===== src/rtl/sccb_slave_if.sv =====
// SCCB target bundle: the two bus pins (SCL in, SDA in plus pull-down
// enable) and the register-file strobe side.
//
// Register-side handshake: reg_wr and reg_rd are one-clk strobes with no
// back-pressure (an implied always-ready consumer). reg_addr and reg_wdata
// are stable while reg_wr is high. After reg_rd is high in clk N, the
// consumer must present reg_rdata during clk N+1; it is ignored otherwise.
interface sccb_slave_if;
   logic        sccb_clk;
   logic        sccb_sda_i;
   logic        sccb_sda_oe;
   logic [15:0] reg_addr;
   logic [7:0]  reg_wdata;
   logic        reg_wr;
   logic        reg_rd;
   logic [7:0]  reg_rdata;
   logic        sccb_busy;

   modport slave (
      input  sccb_clk, sccb_sda_i, reg_rdata,
      output sccb_sda_oe, reg_addr, reg_wdata, reg_wr, reg_rd, sccb_busy
   );

   modport master (
      output sccb_clk, sccb_sda_i, reg_rdata,
      input  sccb_sda_oe, reg_addr, reg_wdata, reg_wr, reg_rd, sccb_busy
   );
endinterface


===== src/rtl/sccb_slave.sv =====
// Oversampled SCCB target for the OV5640 register protocol: 7-bit device
// ID, 16-bit register pointer, 8-bit data, burst writes and burst reads.
// SCL/SDA are synchronized and edge-detected in the clk domain; SDA is
// only ever pulled low through sccb_sda_oe.
module sccb_slave #(
   parameter logic [6:0] DEV_ID = 7'h3C
) (
   input  logic       clk,
   input  logic       rst,
   sccb_slave_if.slave bus,
   output logic [3:0] dbg_state
);

   typedef enum logic [3:0] {
      S_IDLE     = 4'd0,
      S_DEV_ADDR = 4'd1,
      S_ACK_DEV  = 4'd2,
      S_REG_HI   = 4'd3,
      S_ACK_HI   = 4'd4,
      S_REG_LO   = 4'd5,
      S_ACK_LO   = 4'd6,
      S_WR_DATA  = 4'd7,
      S_ACK_WR   = 4'd8,
      S_RD_DATA  = 4'd9,
      S_RD_ACK   = 4'd10,
      S_IGNORE   = 4'd11
   } state_t;

   // synchronizer and edge-detect flops; reset to the idle bus level (high)
   logic scl_s1_q, scl_s2_q, scl_d_q;
   logic sda_s1_q, sda_s2_q, sda_d_q;

   state_t      state_q, state_d;
   logic [2:0]  cnt_q, cnt_d;
   logic [7:0]  shift_q, shift_d;
   logic        oe_q, oe_d;
   logic [15:0] addr_q, addr_d;
   logic [7:0]  wdata_q, wdata_d;
   logic        reg_wr_q, reg_wr_d;
   logic        reg_rd_q, reg_rd_d;
   logic        rd_issue_q, rd_issue_d;
   logic        rd_load_q, rd_load_d;
   logic        busy_q, busy_d;
   logic        rw_q, rw_d;

   logic       scl_rise, scl_fall, start_det, stop_det, rx_done;
   logic [7:0] byte_v;

   // two-flop synchronizers plus one delay flop for edge detection
   always_ff @(posedge clk or posedge rst) begin
      if (rst) begin
         scl_s1_q <= 1'b1;
         scl_s2_q <= 1'b1;
         scl_d_q  <= 1'b1;
         sda_s1_q <= 1'b1;
         sda_s2_q <= 1'b1;
         sda_d_q  <= 1'b1;
      end else begin
         scl_s1_q <= bus.sccb_clk;
         scl_s2_q <= scl_s1_q;
         scl_d_q  <= scl_s2_q;
         sda_s1_q <= bus.sccb_sda_i;
         sda_s2_q <= sda_s1_q;
         sda_d_q  <= sda_s2_q;
      end
   end

   // bus events; START/STOP need SCL high in both samples so that a
   // simultaneous SCL+SDA change reads as an ordinary data change
   always_comb begin
      scl_rise  = scl_s2_q & ~scl_d_q;
      scl_fall  = ~scl_s2_q & scl_d_q;
      start_det = scl_s2_q & scl_d_q & ~sda_s2_q & sda_d_q;
      stop_det  = scl_s2_q & scl_d_q & sda_s2_q & ~sda_d_q;
      byte_v    = {shift_q[6:0], sda_s2_q};
      rx_done   = scl_rise && (cnt_q == 3'd7);
   end

   // protocol FSM, bit counter, shifter, pointer and strobes
   always_comb begin
      state_d    = state_q;
      cnt_d      = cnt_q;
      shift_d    = shift_q;
      oe_d       = oe_q;
      addr_d     = addr_q;
      wdata_d    = wdata_q;
      reg_wr_d   = 1'b0;
      reg_rd_d   = 1'b0;
      rd_issue_d = 1'b0;
      rd_load_d  = reg_rd_q;
      busy_d     = busy_q;
      rw_d       = rw_q;

      // pointer advances on the clk after a write strobe
      if (reg_wr_q) addr_d = addr_q + 16'd1;
      // read request for the already-incremented pointer in a burst read
      if (rd_issue_q) reg_rd_d = 1'b1;
      // read data is captured exactly one clk after reg_rd
      if (rd_load_q) shift_d = bus.reg_rdata;

      if (start_det) begin
         state_d = S_DEV_ADDR;
         cnt_d   = 3'd0;
         busy_d  = 1'b1;
         oe_d    = 1'b0;
      end else if (stop_det) begin
         state_d = S_IDLE;
         cnt_d   = 3'd0;
         busy_d  = 1'b0;
         oe_d    = 1'b0;
      end else begin
         case (state_q)
            S_DEV_ADDR, S_REG_HI, S_REG_LO, S_WR_DATA: begin
               if (scl_rise) begin
                  shift_d = byte_v;
                  cnt_d   = cnt_q + 3'd1;
               end
               if (rx_done) begin
                  case (state_q)
                     S_DEV_ADDR: begin
                        if (byte_v[7:1] == DEV_ID) begin
                           rw_d     = byte_v[0];
                           reg_rd_d = byte_v[0];
                           state_d  = S_ACK_DEV;
                        end else begin
                           state_d = S_IGNORE;
                        end
                     end
                     S_REG_HI: begin
                        addr_d[15:8] = byte_v;
                        state_d      = S_ACK_HI;
                     end
                     S_REG_LO: begin
                        addr_d[7:0] = byte_v;
                        state_d     = S_ACK_LO;
                     end
                     default: begin
                        wdata_d  = byte_v;
                        reg_wr_d = 1'b1;
                        state_d  = S_ACK_WR;
                     end
                  endcase
               end
            end

            S_ACK_DEV, S_ACK_HI, S_ACK_LO, S_ACK_WR: begin
               // first falling edge pulls SDA low, second one releases it
               if (scl_fall) begin
                  if (!oe_q) begin
                     oe_d = 1'b1;
                  end else begin
                     oe_d  = 1'b0;
                     cnt_d = 3'd0;
                     case (state_q)
                        S_ACK_DEV: begin
                           if (rw_q) begin
                              state_d = S_RD_DATA;
                              oe_d    = ~shift_q[7];
                           end else begin
                              state_d = S_REG_HI;
                           end
                        end
                        S_ACK_HI: state_d = S_REG_LO;
                        default:  state_d = S_WR_DATA;
                     endcase
                  end
               end
            end

            S_RD_DATA: begin
               // bit 7 is already on the bus; count master samples and
               // present the next bit on each falling edge
               if (scl_rise) cnt_d = cnt_q + 3'd1;
               if (scl_fall) begin
                  if (cnt_q == 3'd0) begin
                     oe_d    = 1'b0;
                     state_d = S_RD_ACK;
                  end else begin
                     shift_d = {shift_q[6:0], 1'b0};
                     oe_d    = ~shift_q[6];
                  end
               end
            end

            S_RD_ACK: begin
               if (scl_rise) begin
                  if (!sda_s2_q) begin
                     addr_d     = addr_q + 16'd1;
                     rd_issue_d = 1'b1;
                  end else begin
                     state_d = S_IGNORE;
                  end
               end
               if (scl_fall) begin
                  state_d = S_RD_DATA;
                  cnt_d   = 3'd0;
                  oe_d    = ~shift_q[7];
               end
            end

            default: begin
               // IDLE and IGNORE wait for START/STOP only
            end
         endcase
      end
   end

   // state and datapath registers
   always_ff @(posedge clk or posedge rst) begin
      if (rst) begin
         state_q    <= S_IDLE;
         cnt_q      <= 3'd0;
         shift_q    <= 8'h00;
         oe_q       <= 1'b0;
         addr_q     <= 16'h0000;
         wdata_q    <= 8'h00;
         reg_wr_q   <= 1'b0;
         reg_rd_q   <= 1'b0;
         rd_issue_q <= 1'b0;
         rd_load_q  <= 1'b0;
         busy_q     <= 1'b0;
         rw_q       <= 1'b0;
      end else begin
         state_q    <= state_d;
         cnt_q      <= cnt_d;
         shift_q    <= shift_d;
         oe_q       <= oe_d;
         addr_q     <= addr_d;
         wdata_q    <= wdata_d;
         reg_wr_q   <= reg_wr_d;
         reg_rd_q   <= reg_rd_d;
         rd_issue_q <= rd_issue_d;
         rd_load_q  <= rd_load_d;
         busy_q     <= busy_d;
         rw_q       <= rw_d;
      end
   end

   assign bus.sccb_sda_oe = oe_q;
   assign bus.reg_addr    = addr_q;
   assign bus.reg_wdata   = wdata_q;
   assign bus.reg_wr      = reg_wr_q;
   assign bus.reg_rd      = reg_rd_q;
   assign bus.sccb_busy   = busy_q;
   assign dbg_state       = state_q;

endmodule


===== src/flat_wrapper.sv =====
// flat-port wrapper written by rule: the top's interface ports become plain ports
module sccb_slave_flat 
#(
   parameter logic [6:0] DEV_ID = 7'h3C
)
  (clk, rst, dbg_state, bus_sccb_clk, bus_sccb_sda_i, bus_reg_rdata, bus_sccb_sda_oe, bus_reg_addr, bus_reg_wdata, bus_reg_wr, bus_reg_rd, bus_sccb_busy);
  sccb_slave_if bus_i ();
  input  logic clk;
  input  logic rst;
  output logic [3:0] dbg_state;
  input wire logic [$bits(bus_i.sccb_clk)-1:0] bus_sccb_clk;
  input wire logic [$bits(bus_i.sccb_sda_i)-1:0] bus_sccb_sda_i;
  input wire logic [$bits(bus_i.reg_rdata)-1:0] bus_reg_rdata;
  output wire logic [$bits(bus_i.sccb_sda_oe)-1:0] bus_sccb_sda_oe;
  output wire logic [$bits(bus_i.reg_addr)-1:0] bus_reg_addr;
  output wire logic [$bits(bus_i.reg_wdata)-1:0] bus_reg_wdata;
  output wire logic [$bits(bus_i.reg_wr)-1:0] bus_reg_wr;
  output wire logic [$bits(bus_i.reg_rd)-1:0] bus_reg_rd;
  output wire logic [$bits(bus_i.sccb_busy)-1:0] bus_sccb_busy;
  assign bus_i.sccb_clk = bus_sccb_clk;
  assign bus_i.sccb_sda_i = bus_sccb_sda_i;
  assign bus_i.reg_rdata = bus_reg_rdata;
  assign bus_sccb_sda_oe = bus_i.sccb_sda_oe;
  assign bus_reg_addr = bus_i.reg_addr;
  assign bus_reg_wdata = bus_i.reg_wdata;
  assign bus_reg_wr = bus_i.reg_wr;
  assign bus_reg_rd = bus_i.reg_rd;
  assign bus_sccb_busy = bus_i.sccb_busy;
  sccb_slave #(.DEV_ID(DEV_ID)) u_core (.clk(clk), .rst(rst), .bus(bus_i), .dbg_state(dbg_state));
endmodule

===== config.mk =====
export PLATFORM = sky130hd
export DESIGN_NAME = sccb_slave_flat
export DESIGN_NICKNAME = d
export VERILOG_FILES = /design/src/rtl/sccb_slave_if.sv /design/src/rtl/sccb_slave.sv /design/src/flat_wrapper.sv
export SDC_FILE = /design/constraint.sdc
export NUM_CORES = 1
export LEC_CHECK = 0
export ABC_AREA = 1
export CORE_ASPECT_RATIO = 0.7
export CORE_MARGIN = 1
export CORE_UTILIZATION = 55
export DETAILED_ROUTE_END_ITERATION = 10
export HOLD_SLACK_MARGIN = 0.03
export PLACE_DENSITY = 0.78
export RECOVER_POWER = 100
export SYNTH_ARGS = -nofsm -noshare
export SYNTH_HDL_FRONTEND = slang
export SYNTH_SLANG_ARGS = --single-unit

===== constraint.sdc =====
create_clock -name clk -period 2.3 [get_ports clk]
set_input_delay 0.23 -clock clk [delete_from_list [all_inputs] [get_ports clk]]
set_output_delay 0.23 -clock clk [all_outputs]
set_load 0.01 [all_outputs]

======== After elaboration in Yosys (flattened, before gate mapping) ========
Cells that the tools add are included.
cells by class
  add/sub/neg operators ................... 2
  equal/unequal tests ..................... 21
  multiplexer cells ....................... 67
  bitwise operators ....................... 16
  reduce and logical (&&, ||, !) cells .... 15
operators by type and width
  cell                                                                    count
  16-bit 2-to-1 mux                                                       6
  8-bit 2-to-1 mux                                                        8
  4-bit 2-to-1 mux                                                        12
  16-bit case mux with 2 select lines                                     1
  1-bit 2-to-1 mux                                                        28
  4-bit by 1-bit != test with 1-bit output (second input constant)        7
  3-bit 2-to-1 mux                                                        6
  16-bit by 1-bit adder with 16-bit output (second input constant)        1
  4-bit by 3-bit equality test with 1-bit output (second input constant)  4
  4-bit case mux with 4 select lines                                      1
  8-bit case mux with 2 select lines                                      1
  4-bit equality test (second input constant)                             3
  4-bit case mux with 3 select lines                                      1
  5-bit by 1-bit != test with 1-bit output (second input constant)        2
  5-bit AND reduction                                                     2
  5-bit nonzero test                                                      2
  1-bit NOT                                                               9
  3-bit case mux with 3 select lines                                      1
  4-bit by 2-bit equality test with 1-bit output (second input constant)  2
  4-bit case mux with 2 select lines                                      1
  8-bit AND reduction                                                     1
  4-bit OR reduction                                                      2
  1-bit AND                                                               7
  7-bit by 6-bit equality test with 1-bit output (second input constant)  1
  other kinds (12)                                                        12
word-level totals
  register bits ........................... 52
  bits of input ports ..................... 12
  logic and storage cells ................. 139

======== Logic depth before layout (Yosys ltp) ========
  depth after elaboration ................. 8
  mapped depth ............................ 12
  depth with buffers taken out ............ 12

======== Least setup slack after synthesis ========
Ideal clock, no wire load.
  kind .................................... reg-to-reg
  from .................................... reg u_core.cnt_q[0]
  to ...................................... reg u_core.addr_q[13] (netlist: u_core.bus.reg_addr[13])
  arrival ................................. 1491 ps
  required time ........................... 2176 ps
  path slack .............................. 684 ps
  cell stages (with the launch flop) ...... 13
  cells stage by stage .................... dfrtp_1 -> ha_1 -> ha_1 -> inv_1 -> nor2_1 -> inv_1 -> nor2_2 -> inv_2 -> buf_6 -> o21ai_0 -> inv_1 -> nand2_1 -> nand3_1
on the way
  longest elaborated chain between the ends .. 6
ends and longest elaborated chain
  item                                 RTL line           text
  start: declaration                   sccb_slave.sv:34   logic [2:0] cnt_q, cnt_d;
  start signal: assignment             sccb_slave.sv:225  cnt_q <= cnt_d;
  3-bit equality test                  sccb_slave.sv:76   rx_done = scl_rise && (cnt_q == 3'd7);
  1-bit logical AND                    sccb_slave.sv:76
  16-bit 2-to-1 mux                    sccb_slave.sv:118  if (rx_done) begin
  16-bit case mux with 2 select lines  sccb_slave.sv:112  case (state_q)
  16-bit 2-to-1 mux                    sccb_slave.sv:106  end else if (stop_det) begin
  16-bit 2-to-1 mux                    sccb_slave.sv:101  if (start_det) begin
  via u_core.addr_d[13]                sccb_slave.sv:37   logic [15:0] addr_q, addr_d;
  end signal: assignment               sccb_slave.sv:228  addr_q <= addr_d;
  end: declaration                     sccb_slave.sv:37
The timed path passes the listed nets, and every way through them passes these cells.
A chain may end at the register's enable or synchronous reset.

======== Worst setup path after layout ========
  from .................................... reg u_core.sda_s2_q
  to ...................................... reg u_core.state_q[0] (netlist: u_core.dbg_state[0])
on the way
  longest elaborated chain between the ends .. 5
  elaborated cells between the ends (all ways) .. 16
  classes of those cells .................. eq/ne: 7; mux: 2; bitwise: 5; reduce/logical: 2
ends and longest elaborated chain
  item                                                                        RTL line           text
  start: declaration                                                          sccb_slave.sv:31   logic sda_s1_q, sda_s2_q, sda_d_q;
  start signal: assignment                                                    sccb_slave.sv:63   sda_s2_q <= sda_s1_q;
  1-bit NOT                                                                   sccb_slave.sv:73   start_det = scl_s2_q & scl_d_q & ~sda_s2_q & sda_d_q;
  1-bit AND (2 in series)                                                     sccb_slave.sv:73
  5-bit by 1-bit != test with 1-bit output (no line) (tied with other cells)  --
  8-bit AND reduction (no line)                                               --
  end signal: assignment                                                      sccb_slave.sv:224  state_q <= state_d;
  end: declaration                                                            sccb_slave.sv:33   state_t state_q, state_d;
Parallel ways exist; a longest one is shown, timed or not.

==> run metrics <==
Synth top area share=0.310; Synth area leader=dfrtp_1; RD Place Congestion=0.876; syn nets=575; DR DRC count=0; CTS tree=built; layout cell share with drive strength beyond 1=0.0846; Final #Nets=618; crit path DAT=2270 ps; CP Class=register to register; CP Launch Type=register; VDD IR max=0.427 mV; I/O pin count=44; post-layout instance area=4300 um2; initial drt markers=383; clock sink count=52; Die X=100 um; CTS Buffer Depth=2; vias in the first global route=3433; Reg clk slew, reported paths=100 ps; global-route wire length before repair=16.8 mm; WL/cell=14.6 um; Leak=2.26 nW; MaxCap Viol Count=0; post-synthesis sequential area ratio=0.353; commonest non-fill, non-tap cell in the layout=nand2_1; largest net degree at the start of global routing=53; Die ar.=7080 um2; Setup Fix Bufs, Post-CTS=0; Final Cycle Share=0.894; first-pass iteration count of the detailed router=6; max frequency=0.486 GHz; root buf cell=clkbuf_8; PortBufs=43; YS warnings=0; #FFs+latches synth=52; Netlist cell types=36; Post-CTS Resized=0; Rel. slew slack=0.129; status=finished, final reports clean; DP Worst Slack=297 ps; Max Slew Vio Count=0; fin crit period=2060 ps; Synth Instances=559; detailed placer's ending HPWL=7.49 mm; number of diodes=0; post-route ant nets=0; CTS Hold Bufs=0; DR vias=3850; unrepaired setup endpoints after global routing=no; Rows=24; Placement Cell Area=4230 um2; final hold viol count=0; Core Area=6370 um2; endpoint class of the critical path=register; final cell count without fillers=694; Starting Density=0.582; setup slack, reg-to-reg=240 ps; Synth Cell Area=3710 um2; final setup margin=243 ps; R2R cell count=9; Total GRT Usage=0.306; CTS buffer count=5; grt total ovfl=0; clock skew=14.4 ps; clk_lat worst skew=330 ps; Area contributors post-synth=dfrtp_1, nand2_1, nand3_1; vias per cell=5.55; CTS H-tree lvls=2; Area growth, synth to finish=15.9%; most frequent cells in the layout=nand2_1, nand3_1, inv_1; Routed Wire Length=10.1 mm; Hold Path Depth=0; initial antenna violation count=0; setup total negative slack=0 ps; pwr dens=1070 nW/um2; Die Ht=70.7 um; Hold Path Class=register to register; Slew @ Worst Pin=1310 ps; critical path required time=2520 ps; worst-path maximum fanout=14; Inst Count DP=686; count of final setup violators=0; Avg Cell Area, Syn=6.63 um2
## area by class of cell
class                      instances  area [um2]
clock buffer                       6        72.6
clock inverter                     2        38.8
fill                             584        2070
inverter                          73         274
multi-input combinational        420        2010
sequential                        52        1310
tap                               91         114
timing repair buffer              50         477
## path summary, 6_finish.rpt
check                                          start                              end
hold / removal             u_core.sda_s1_q$_DFF_PP1_        u_core.sda_s2_q$_DFF_PP1_
setup / recovery           u_core.sda_s2_q$_DFF_PP1_  u_core.dbg_state[0]$_DFFE_PP0P_
setup reg to reg           u_core.sda_s2_q$_DFF_PP1_  u_core.dbg_state[0]$_DFFE_PP0P_
min in group asynchronous                        rst      u_core.cnt_q[0]$_DFFE_PP0P_
hold reg to reg            u_core.sda_s1_q$_DFF_PP1_        u_core.sda_s2_q$_DFF_PP1_
max in group asynchronous                        rst      u_core.cnt_q[2]$_DFFE_PP0P_
## Yosys cell counts (all sizes together)
master / count
dfstp: 6
o211ai: 5
o221ai: 1
nand3: 75
nor4: 1
dfrtp: 46
nor3: 1
or2: 2
a41oi: 1
a21oi: 12
inv: 73
xnor2: 1
clkbuf: 4
mux2i: 1
o32ai: 1
o21ai: 55
xor2: 4
o21bai: 4
nor2: 60
a22oi: 2
nand4: 7
nand2: 183
ha: 4
buf: 10
## flip-flops by register name, summed over array words and instances, names as in the netlist
signal	flops
u_core.rd_load_q	1
u_core.rw_q	1
u_core.bus.reg_addr	16
u_core.sda_s1_q	1
u_core.bus.reg_wr	1
u_core.scl_s2_q	1
u_core.sda_d_q	1
u_core.bus.sccb_busy	1
u_core.rd_issue_q	1
u_core.scl_s1_q	1
u_core.cnt_q	3
u_core.bus.sccb_sda_oe	1
u_core.shift_q	8
u_core.dbg_state	4
u_core.bus.reg_rd	1
u_core.sda_s2_q	1
u_core.scl_d_q	1
u_core.bus.reg_wdata	8
## routing by layer
metal  up-vias  track usage  part of all wire
met3        15       0.0741              0.11
met2       195        0.436              0.41
li1       1889            -                 -
met5         -            0                 0
met1      1751        0.461              0.47
met4         0       0.0837             0.011
## where the power goes
group | total (mW) | switching [mW] | internal [mW] | leakage (nW)
Clock | 0.675 | 0.345 | 0.330 | 0.0558
Combinational | 2.39 | 1.51 | 0.885 | 1.53
Sequential | 1.52 | 0.364 | 1.16 | 0.673
Total | 4.59 | 2.22 | 2.37 | 2.26
## through the flow
stage	hold slack, ps	utilization	power [mW]
CTS	280	0.682	4.64
finish	362	0.675	4.59
floorplan	234	-	3.15
global route	365	0.675	4.98
detailed placement	349	0.665	3.97
global placement	346	0.665	3.91
## kinds of logic after synthesis
family | Yosys count | share of synthesized area
simple gates | 329 | 0.396
buf+inv | 87 | 0.0969
compound gates | 81 | 0.126
flops | 52 | 0.353
xor+xnor | 5 | 0.0118
fa+ha+maj | 4 | 0.0135
mux | 1 | 0.00270
## worst max-delay path, stage by stage (launching register included)
cell and delay, ps:
dfstp_2 640, nand4_1 260, nand2_2 190, inv_1 240, nand3_1 220, nand2_2 80
nor2_4 150, nand2_4 70, nand2_1 60, nand2_1 50
Power figures use the tool's default switching activity.
==> edit 1, RTL diff (same settings) <==
Put one more register stage on the output `dbg_state`, without a reset. The value now appears one clock later. The other outputs are not delayed to match.
--- a/src/rtl/sccb_slave.sv
+++ b/src/rtl/sccb_slave.sv
@@ -243,5 +243,7 @@
    assign bus.reg_rd      = reg_rd_q;
    assign bus.sccb_busy   = busy_q;
-   assign dbg_state       = state_q;
+   always_ff @(posedge clk) begin
+      dbg_state <= state_q;
+   end
 
 endmodule
Check against the original RTL: not equivalent (Yosys sat finds a counterexample within 4 cycles, from zero or initial values and one cycle with rst high).
==> edit 1 against the original RTL <==
The flow now finishes with violations (design-rule violations); sequential cell count grew 4; combinational power shrank 38%; cell area shrank 3.3%; wire length shrank 3.6%; via count shrank 4.5%; utilization shrank 0.99 points; power shrank 26%; global-route usage shrank 0.76 points; die area shrank 3.6%; maximum frequency shrank 2.2%; clock power shrank 12%; area after synthesis shrank 3.6%; setup slack lost 45 ps.
==> edit 1: results (changes against the original RTL) <==
- Status: finished, violations left
- GRT Total Usage: 0.298 (-0.00764)
- Routed vias: 3676 (-4.5%)
- ClkCell Share: 0.0241 (-0.00182)
- Place WS: 337 ps (+40.1 ps)
- Multi-input gate share of total cell area: 0.445 (-0.0237)
- Register area share after synthesis: 0.389 (+0.0358)
- Vias in the first global route: 3285 (-4.3%)
- Post-route DRC: 2 (+2)
- Async SR Flop Fraction: 0.929 (-0.0714)
- Fraction of area in non-clock buffers: 0.110 (-0.00131)
- Crit path max-delay cell type: o32ai_2
- Failing checks: design-rule violations
- Fin Clk Skew: 10.0 ps (-4.34 ps)
- Slew margin rel.: 0.405 (+0.276)
- Layout area overhead: 16.3%
- First-pass GRT wire length: 16100 um (-4.4%)
- Total Wirelength: 9760 um (-3.6%)
- Synthesized Nets: 542 (-5.7%)
- FF/Latch Area: 0.00139 sq mm (+6.1%)
- Nonclk inv count: 70 (-4.1%)
- Met3 Use GR: 0.0585 (-0.0156)
- Synth top area cells: dfrtp_1, nand2_1, nand3_1
- Fraction of layout cells with a size suffix above 1: 0.0559 (-0.0286)
- NumNets Final: 587 (-5.0%)
- RR Endpoint: u_core.shift_q[2]$_DFF_PP0_
- Hold slack: 364 ps (+1.98 ps)
## edit 1: changes by cell type in the layout (fill, tap and decap cells not counted), moves of 4 or more
cell	before	now
nand2_1	175	167
nand2_2	7	2
nor2_2	11	3
nand3_1	72	63
o21ai_0	50	41
nor3_1	1	6
dfxtp_1	0	4
nand3b_1	0	5
## edit 1: worst max path at each step
stage	from	endpoint	depth (start not counted)
finish	u_core.state_q[1]$_DFFE_PP0P_	u_core.shift_q[2]$_DFF_PP0_	6
global route	u_core.sda_s2_q$_DFF_PP1_	u_core.cnt_q[0]$_DFFE_PP0P_	11
CTS	u_core.sda_s2_q$_DFF_PP1_	u_core.state_q[2]$_DFFE_PP0P_	11
detailed placement	u_core.scl_s2_q$_DFF_PP1_	u_core.cnt_q[0]$_DFFE_PP0P_	11
global placement	u_core.sda_s2_q$_DFF_PP1_	u_core.cnt_q[0]$_DFFE_PP0P_	10
floorplan	u_core.scl_s2_q$_DFF_PP1_	u_core.state_q[0]$_DFFE_PP0P_	12
## edit 1: cell families (layout without fill, tap and decap cells)
kind of cell / after synthesis / in the layout / synth area share
and+or+nand+nor: 310 / 310 / 0.378
buffers and inverters: 79 / 125 / 0.0879
AOI/OAI and AO/OA: 70 / 70 / 0.114
DFF: 56 / 56 / 0.389
xor gates and xnor gates: 7 / 7 / 0.0172
adders and majority gates: 4 / 4 / 0.0140
## edit 1: metal layers
layer	part of all wire	wire (um)
met1	0.48	4730
met2	0.41	4020
met3	0.093	912
met4	0.011	104
met5	0	0
## edit 1: critical path: cells and delay by family, from the launching register on
family,cells,cell delay [ps]
compound gates,2,960
flops,1,460
simple gates,2,280
buf+inv,2,230
## edit 1: where the power goes
group	internal, mW	switching (mW)
Clock	0.253	0.340
Sequential	1.15	0.183
Combinational	0.491	0.998
==> edit 2, RTL diff (same flow settings) <==
Without the edit above. `shift_q`, `addr_q` and `wdata_q` no longer have a reset.
--- a/src/rtl/sccb_slave.sv
+++ b/src/rtl/sccb_slave.sv
@@ -211,8 +211,5 @@
          state_q    <= S_IDLE;
          cnt_q      <= 3'd0;
-         shift_q    <= 8'h00;
          oe_q       <= 1'b0;
-         addr_q     <= 16'h0000;
-         wdata_q    <= 8'h00;
          reg_wr_q   <= 1'b0;
          reg_rd_q   <= 1'b0;
@@ -224,8 +221,5 @@
          state_q    <= state_d;
          cnt_q      <= cnt_d;
-         shift_q    <= shift_d;
          oe_q       <= oe_d;
-         addr_q     <= addr_d;
-         wdata_q    <= wdata_d;
          reg_wr_q   <= reg_wr_d;
          reg_rd_q   <= reg_rd_d;
@@ -237,4 +231,10 @@
    end
 
+   always_ff @(posedge clk) begin
+      shift_q <= shift_d;
+      addr_q  <= addr_d;
+      wdata_q <= wdata_d;
+   end
+
    assign bus.sccb_sda_oe = oe_q;
    assign bus.reg_addr    = addr_q;
Function: no difference found for any inputs over 10 cycles, from zero or initial values and one cycle with rst high; that may be too few to reach the edited logic, so the function may still have changed.
==> edit 2 against the original RTL <==
The flow now finishes with violations (design-rule violations); power shrank 1.5%; setup slack gained 2.1 ps; utilization shrank 0.64 points; cell area shrank 2.8%; sequential cell count is the same; area after synthesis shrank 3.7%; count of clock-buffer cells in the layout grew 2; cell count shrank 3.0%; wire length grew 0.25%; largest cell class unchanged.
==> edit 2: results (changes against the original RTL) <==
- Post-route DRC: 3 (+3)
- CTS resizes: 0 (unchanged)
- Htree depth: 2 (unchanged)
- Placed wire-length estimate: 7610 um (+1.6%)
- Clock-pin slew on the worst setup and hold paths: 100 ps (about the same)
- CTS Root Cell: clkbuf_8
- Sw Ratio: 0.478 (-0.00494)
- VDD IR-drop max: 0.644 mV (+51%)
- GRT Total Usage: 0.316 (+0.00999)
- Routed vias: 3768 (-2.1%)
- Status: finished, violations left
- Initial antenna violation count: 0 (unchanged)
- CTS Buf Count: 5 (unchanged)
- GPL Wtd Cong: 0.898 (+2.5%)
- Slew margin rel.: 0.443 (+0.314)
- Number of diodes: 0 (unchanged)
- Largest net degree at the start of global routing: 21 (-60%)
- NumNets Final: 610 (-1.3%)
- Port bufs: 43 (unchanged)
- EDFF count, synth: 8 (+8)
- Initial drt markers: 353 (-7.8%)
- Synthesized Nets: 564 (-1.9%)
- CP Data Arrival Time: 2010 ps (-260 ps)
- Synth warn: 0 (unchanged)
- Synth cell types: 38 (+5.6%)
- Fillers: 581 (-0.51%)
- Vias in the first global route: 3471 (+1.1%)
- Pleak: 2.11 nW (-6.5%)
- Fraction of layout cells with a size suffix above 1: 0.0773 (-0.00727)
- Hold Crit Class: reg2reg
- Worst Path Max Fanout: 8 (-6)
- Post-CTS setup buffer count: 0 (unchanged)
- Async SR Flop Fraction: 0.385 (-0.615)
- Avg WL per Cell: 15.1 um (+3.4%)
- Synth top area cells: nand2_1, dfxtp_1, nand3_1
- DR pass1 iterations: 8 (+2)
- Register area share after synthesis: 0.344 (-0.00870)
- Failing checks: design-rule violations
- First-pass GRT wire length: 17000 um (+1.2%)
- Top cells by count, synth: nand2_1, nand3_1, inv_1
- Clock buffer depth: 2 (unchanged)
- Place WS: 353 ps (+55.7 ps)
- Largest register FFs: 16 (unchanged)
- Fin Clk Skew: 8.89 ps (-5.48 ps)
- Most used DFF post-synth: dfxtp_1
- Worst-Skew Late Latency: 310 ps (-20 ps)
==> edit 2: cell count changes after synthesis, moves of 3 or more <==
cell / change
dfrtp_1: -32
dfxtp_1: +24
edfxtp_1: +8
nor2_2: -6
a21oi_1: -3
inv_1: -10
o21ai_1: -12
nand3_1: +8
nor2_4: +3
==> edit 2: cells by family after synthesis <==
group / after synthesis / share of synthesized area
simple gates: 341 / 0.431
flops: 52 / 0.344
xor+xnor: 5 / 0.0123
fa+ha+maj: 4 / 0.0140
compound gates: 69 / 0.109
buf+inv: 76 / 0.0866
mux: 1 / 0.00281
==> edit 2: final timing paths <==
check,slack (ps),depth (start not counted),startpoint,to
min in group asynchronous,510,2,rst,u_core.cnt_q[0]$_DFFE_PP0P_
max in group asynchronous,1270,2,rst,u_core.rw_q$_DFFE_PP0P_
worst min register to register,380,0,u_core.scl_s1_q$_DFF_PP1_,u_core.scl_s2_q$_DFF_PP1_
worst max-delay path,250,7,u_core.dbg_state[1]$_DFFE_PP0P_,u_core.bus.reg_wdata[7]$_DFFE_PP_
worst max register to register,250,7,u_core.dbg_state[1]$_DFFE_PP0P_,u_core.bus.reg_wdata[7]$_DFFE_PP_
worst min-delay path,380,0,u_core.scl_s1_q$_DFF_PP1_,u_core.scl_s2_q$_DFF_PP1_
==> edit 2: layout make-up <==
type	count	area, sq um	share of cell area
inverter	63	236	0.0566
timing repair buffer	52	490	0.117
clock buffer	8	100	0.0240
sequential	52	1230	0.294
multi-input combinational	420	2020	0.484
tap	78	97.6	0.0234
==> edit 2: worst max-delay path, stage by stage, from the launching register on <==
cell      delay [ps]
dfrtp_1          450
inv_1            120
nand2_1          180
inv_1            110
nand2_1          130
nand2_1          140
nor3_1           170
clkbuf_1         410
==> edit 2: routing by layer <==
layer  GRT usage  part of all wire
met3      0.0605             0.088
met5           0                 0
met4      0.0713             0.013
met1       0.493              0.50
met2       0.446              0.40
==> edit 2: per-stage QoR <==
| stage | instances | hold WS (ps) | util | cell area (sq um) |
|---|---|---|---|---|
| 2_1_floorplan | 548 | 189 | - | 3570 |
| 4_1_cts | 673 | 313 | 0.671 | 4190 |
| 5_1_grt | 673 | 380 | 0.669 | 4180 |
| 3_5_place_dp | 665 | 355 | 0.655 | 4090 |
| 3_3_place_gp | 665 | 347 | 0.655 | 4090 |
| 6_report | 673 | 378 | 0.669 | 4180 |
==> edit 2: power by group through the flow <==
stage	Sequential (mW)	Combinational [mW]	Clock [mW]
detailed placement	1.58	2.38	0
global placement	1.58	2.33	0
finish	1.57	2.36	0.585
floorplan	1.53	1.61	0
global route	1.61	2.66	0.634
CTS	1.57	2.39	0.589
